### config.mk
export PLATFORM = sky130hd
export DESIGN_NAME = mult_flat
export DESIGN_NICKNAME = d
export VERILOG_FILES = /design/src/rtl/mult_if.sv /design/src/rtl/mult.sv /design/src/flat_wrapper.sv
export SDC_FILE = /design/constraint.sdc
export NUM_CORES = 1
export LEC_CHECK = 0
export CORE_ASPECT_RATIO = 0.9
export CORE_MARGIN = 5
export CORE_UTILIZATION = 50
export DETAILED_ROUTE_END_ITERATION = 12
export PLACE_DENSITY = 0.74
export SYNTH_ARGS = -nofsm -noshare
export SYNTH_HDL_FRONTEND = slang
export SYNTH_SLANG_ARGS = --single-unit
### constraint.sdc
create_clock -name clk -period 4.15 [get_ports clk]
set_clock_uncertainty 0.2 [all_clocks]
set_input_delay 0.6225 -clock clk [delete_from_list [all_inputs] [get_ports clk]]
set_output_delay 0.6225 -clock clk [all_outputs]
set_load 0.05 [all_outputs]
### src/rtl/mult_if.sv
// Handshake and operand/result bundle between the control unit (master) and the multiplier (slave).
// The is_unsigned signal exists only when MULT_UNSIGNED_EN is defined.
interface mult_if;
  logic        mult_start;
  logic [31:0] multiplicand;
  logic [31:0] multiplier;
`ifdef MULT_UNSIGNED_EN
  logic        is_unsigned;
`endif
  logic        mult_busy;
  logic        mult_end;
  logic [31:0] hi;
  logic [31:0] lo;

  modport master (
`ifdef MULT_UNSIGNED_EN
    output is_unsigned,
`endif
    output mult_start,
    output multiplicand,
    output multiplier,
    input  mult_busy,
    input  mult_end,
    input  hi,
    input  lo
  );

  modport slave (
`ifdef MULT_UNSIGNED_EN
    input  is_unsigned,
`endif
    input  mult_start,
    input  multiplicand,
    input  multiplier,
    output mult_busy,
    output mult_end,
    output hi,
    output lo
  );
endinterface

### src/rtl/mult.sv
// Sequential 32x32 radix-2 Booth multiplier for HI/LO, one step per falling clock edge.
// Define MULT_UNSIGNED_EN to add the is_unsigned input (multu support).
module mult (
  input  logic  clk,
  input  logic  rst,
  mult_if.slave bus
);

  localparam logic [0:0] IDLE = 1'b0;
  localparam logic [0:0] RUN  = 1'b1;

  logic [0:0]  state;
  logic [5:0]  cnt;
  logic [32:0] acc;
  logic [32:0] q;
  logic        q_m1;
  logic [32:0] m;
  logic [31:0] hi_q;
  logic [31:0] lo_q;
  logic        end_q;

  logic        sign_ext;
  logic [32:0] a_ext;
  logic [32:0] b_ext;
  logic [32:0] acc_op;
  logic [66:0] shifted;

  // Zero-extension for multu only; the mode is consumed at the start edge.
  always_comb begin
`ifdef MULT_UNSIGNED_EN
    sign_ext = ~bus.is_unsigned;
`else
    sign_ext = 1'b1;
`endif
    a_ext = {sign_ext & bus.multiplicand[31], bus.multiplicand};
    b_ext = {sign_ext & bus.multiplier[31], bus.multiplier};
  end

  always_comb begin
    acc_op = acc;
    case ({q[0], q_m1})
      2'b01:   acc_op = acc + m;
      2'b10:   acc_op = acc - m;
      default: acc_op = acc;
    endcase
  end

  // Arithmetic shift of {acc_op, q, q_m1}; bits [64:1] are the low 64 product bits.
  assign shifted = {acc_op[32], acc_op, q};

  always_ff @(negedge clk) begin
    if (rst) begin
      state <= IDLE;
      cnt   <= 6'd0;
      acc   <= 33'd0;
      q     <= 33'd0;
      q_m1  <= 1'b0;
      m     <= 33'd0;
      hi_q  <= 32'd0;
      lo_q  <= 32'd0;
      end_q <= 1'b0;
    end else begin
      case (state)
        IDLE: begin
          if (bus.mult_start) begin
            acc   <= 33'd0;
            q     <= b_ext;
            q_m1  <= 1'b0;
            m     <= a_ext;
            cnt   <= 6'd33;
            end_q <= 1'b0;
            state <= RUN;
          end
        end
        RUN: begin
          acc  <= shifted[66:34];
          q    <= shifted[33:1];
          q_m1 <= shifted[0];
          cnt  <= cnt - 6'd1;
          if (cnt == 6'd1) begin
            hi_q  <= shifted[64:33];
            lo_q  <= shifted[32:1];
            end_q <= 1'b1;
            state <= IDLE;
          end
        end
        default: state <= IDLE;
      endcase
    end
  end

  assign bus.mult_busy = (state == RUN);
  assign bus.mult_end  = end_q;
  assign bus.hi        = hi_q;
  assign bus.lo        = lo_q;

endmodule

### src/flat_wrapper.sv
// flat-port wrapper written by rule: the top's interface ports become plain ports
module mult_flat 
  (clk, rst, bus_mult_start, bus_multiplicand, bus_multiplier, bus_mult_busy, bus_mult_end, bus_hi, bus_lo);
  mult_if bus_i ();
  input  logic clk;
  input  logic rst;
  input wire logic [$bits(bus_i.mult_start)-1:0] bus_mult_start;
  input wire logic [$bits(bus_i.multiplicand)-1:0] bus_multiplicand;
  input wire logic [$bits(bus_i.multiplier)-1:0] bus_multiplier;
  output wire logic [$bits(bus_i.mult_busy)-1:0] bus_mult_busy;
  output wire logic [$bits(bus_i.mult_end)-1:0] bus_mult_end;
  output wire logic [$bits(bus_i.hi)-1:0] bus_hi;
  output wire logic [$bits(bus_i.lo)-1:0] bus_lo;
  assign bus_i.mult_start = bus_mult_start;
  assign bus_i.multiplicand = bus_multiplicand;
  assign bus_i.multiplier = bus_multiplier;
  assign bus_mult_busy = bus_i.mult_busy;
  assign bus_mult_end = bus_i.mult_end;
  assign bus_hi = bus_i.hi;
  assign bus_lo = bus_i.lo;
  mult u_core (.clk(clk), .rst(rst), .bus(bus_i));
endmodule
Word level (Yosys, flattened, before mapping)
Index checks and enable logic that the tools add are counted.

word-level totals
  flip-flop bits (word level) = 171

operators by class
  $add $sub $neg = 3
  equal/unequal tests = 5
  mux-type cells = 14
  bitwise logic cells = 1
  reduce and logical (&&, ||, !) cells = 3

operator list
  operator                                                             number
  33-bit one-hot mux with 2 select lines                               3
  33-bit 2-to-1 mux                                                    2
  33-bit adder                                                         1
  33-bit subtractor                                                    1
  6-bit one-hot mux with 2 select lines                                1
  6-bit by 1-bit == test with 1-bit output (second input constant)     1
  6-bit 2-to-1 mux                                                     1
  1-bit one-hot mux with 2 select lines                                3
  2-bit AND reduction                                                  3
  6-bit by 1-bit subtractor with 6-bit output (second input constant)  1
  1-bit 2-to-1 mux                                                     4
  2-bit inequality test (second input constant)                        2
  2-bit by 1-bit == test with 1-bit output (second input constant)     1
  2-bit == test (second input constant)                                1
  1-bit inverter                                                       1

Depth between registers and ports, before layout
  depth in word-level cells = 3
  depth in mapped cells = 18
  depth with buffers taken out = 17

==> metrics.txt <==
first-pass detailed-route iteration total 5; total wire length 27800 um; cells along the critical path or3_4 > nor3_4 > nand2b_1 > nor3_4 > nand3b_1 > nor4_1 > nor2_1 > xnor2_1 > buf_4 > ha_1 > a21o_1 > a211oi_1 > o21ba_2 > a2111oi_2 > buf_4 > and4_1 > or4_1 > a31oi_1; clock net sink count 170; core box area 17800 um2; Ports 133; Max-slew headroom 38.4%; Worst EP required 6410 ps; # rows 46; sequential area share after synthesis 37.3%; Post-DP HPWL 18700 um; Layout Cells excl Fill 1792; fmax 0.240 GHz; CTS Buf Count 17; status finished, violations left; Final Slew Violations 0; Crit-path slowest cell or4_1; Top delay family on crit path simple AND/OR/NAND/NOR gates; post-layout util 73.7%; Global Route Usage Sum 25.5%; first-pass GRT wire length 45100 um; clk_lat worst skew 480 ps; post-DR vias/cell 5.48; Avg Cell Area, Syn 7.67 um2; Final setup viols 1; hold path start u_core.bus.lo[30]; P_sw 2.05 mW; die height 138 um; failing checks setup timing; Buf/Inv on CP 2; Initial Util 51.2%; Residual DRC 0; placed inst area 11600 um2; Clock Tree Buf Depth 2; die width 152 um; hold buffer count at CTS 0; Worst Max-Slew Pin Slew 923 ps; Syn Inst Count 1188; Max-cap violations 0; root buf cell clkbuf_16; final period utilization 101%; Port-buffer cells 132; initial antenna violation count 0; busiest grt layer met2; DIE AREA 21000 um2; Netlist cell types 62; Critical Path Max Stage Delay 520 ps; vias in the first global route 9485; WS Path Type reg2reg; H-tree depth 4; Yosys warning total 0; clock share of power 43.8%; M3 GR Usage 8.52%; CTS tree yes; power density over cell area 428 nW/um2; layout cells sized above 1 16.2%; Vias 9826; Layout area overhead 43.8%; Syn Nets 1292; initial drt markers 789; worst-path fanout max 4; LEAKAGE 5.92 nW; Peak supply drop 0.295 mV; ANT cells 0; met1 Resource Use GR 33.8%; Worst Setup SP u_core.m[2]; Clock transition at path regs 40 ps; largest net degree at the start of global routing 85; Internal Power 3.56 mW; design area 13100 um2; RSZ-0062 raised after global routing yes; Tightest Hold Check Type reg2reg; Net Sw Frac 36.5%; WHS 252 ps; Cell Area, Synth 9110 um2; Nets 1643; grt ovf 0; EDFF count, synth 0; ANT nets after route 0; final setup margin -25.3 ps; Fin. Hold Viols 0; asr flop ratio synth 0%; placer congestion estimate 0.977; Worst Setup Start Kind register; Logic pwr share 24.0%; commonest non-fill, non-tap cell in the layout nand2_1; Seq cells post-synth 170; Most used DFF post-synth dfxtp_1; placed cell count 1589; Reg power frac 32.1%; WL/cell 15.5 um; Worst setup EP type register; fin crit period 4180 ps; grt met2 use 37.5%; WP data arrival 6440 ps; reg2reg start u_core.m[2]; Pwr Total 5.61 mW; most frequent cells in the layout nand2_1 (192), inv_1 (184), dfxtp_1 (169)
-- cell usage after synthesis (5+ instances only) --
master / n / area [um2]
a21oi_1: 167 / 836
nand3_1: 8 / 40.0
mux2i_1: 38 / 380
xnor2_1: 42 / 368
o21a_1: 8 / 60.1
and2_1: 6 / 37.5
dfxtp_1: 170 / 3400
inv_1: 15 / 56.3
nand2_1: 192 / 721
o31ai_1: 5 / 37.5
a31oi_1: 6 / 37.5
and3_1: 8 / 50.1
nor3_1: 34 / 170
nor3b_1: 9 / 67.6
clkbuf_1: 69 / 259
nand2b_1: 11 / 68.8
nor4_1: 5 / 31.3
or3_1: 12 / 75.1
o211ai_1: 6 / 45.0
xor2_1: 10 / 87.6
o21ai_0: 47 / 235
a21o_1: 13 / 97.6
nand4_1: 7 / 43.8
a211oi_1: 28 / 210
buf_1: 9 / 33.8
a311oi_1: 7 / 61.3
nor2b_1: 10 / 62.6
nor2_1: 157 / 589
ha_1: 36 / 450
-- per-layer routing --
layer | up-vias | part of all wire, %
met5 | - | 0
met4 | 0 | 2.2
met3 | 50 | 7.7
met2 | 369 | 45
met1 | 4558 | 45
li1 | 4849 | -
-- worst register-to-register path: cells and delay by family, from the launching register on --
kind	cells	cell delay, ps
AOI/OAI and AO/OA	5	800
xor gates and xnor gates	1	130
adders and majority gates	1	280
buffers and inverters	2	300
DFF	1	320
and+or+nand+nor	9	2070
-- kinds of logic (layout without fill, tap and decap cells) --
| kind of cell | Yosys count | in the layout | synth area share (%) |
|---|---|---|---|
| compound gates | 318 | 318 | 20.8 |
| xor+xnor | 52 | 52 | 5.00 |
| fa+ha+maj | 37 | 37 | 5.16 |
| buf+inv | 94 | 458 | 3.89 |
| flops | 170 | 170 | 37.3 |
| mux | 40 | 40 | 4.42 |
| simple gates | 477 | 477 | 23.4 |
-- what timing repair did --
item | 4_1_cts | 5_1_grt
pin swaps | 0 | 6
buffers inserted | 0 | 2
setup endpoints to repair | 13 | 27
resized for setup | 8 | 28
hold endpoints to repair | 0 | 0
-- per-stage QoR --
stage / setup TNS [ps] / setup slack (ps)
after floorplan: 0 / 29.6
after global placement: -349 / -156
after detailed placement: -1040 / -215
after CTS: 0 / 14.9
after global routing: -2810 / -231
final: -25.3 / -25.3
-- final cells by class --
cell class | count | area [um2]
clock inverter | 185 | 878
inverter | 14 | 52.6
timing repair buffer | 242 | 2500
multi-input combinational | 924 | 5540
clock buffer | 17 | 425
sequential | 170 | 3410
fill | 1351 | 4680
tap | 240 | 300
-- power by group through the flow --
stage	clock [mW]	sequential (mW)	combinational, mW
4_1_cts	2.54	1.80	1.31
3_5_place_dp	0.249	1.82	1.29
5_1_grt	2.76	1.81	1.47
2_1_floorplan	0.249	1.87	0.705
3_3_place_gp	0.249	1.82	1.27
6_report	2.46	1.80	1.35
-- state kept, by name, summed over array words and instances, names as in the netlist, 6 cells and up --
name           cells
u_core.m          32
u_core.cnt         6
u_core.bus.hi     32
u_core.q          33
u_core.acc        32
u_core.bus.lo     32
-- path summary, 6_finish.rpt --
| path | to | slack (ps) | cells past startpoint |
|---|---|---|---|
| hold / removal | u_core.bus.lo[30] | 250 | 2 |
| hold reg to reg | u_core.bus.lo[30] | 250 | 2 |
| setup / recovery | u_core.acc[31] | -30 | 18 |
| setup reg to reg | u_core.acc[31] | -30 | 18 |
No activity file was read; power rests on OpenSTA's default activity.
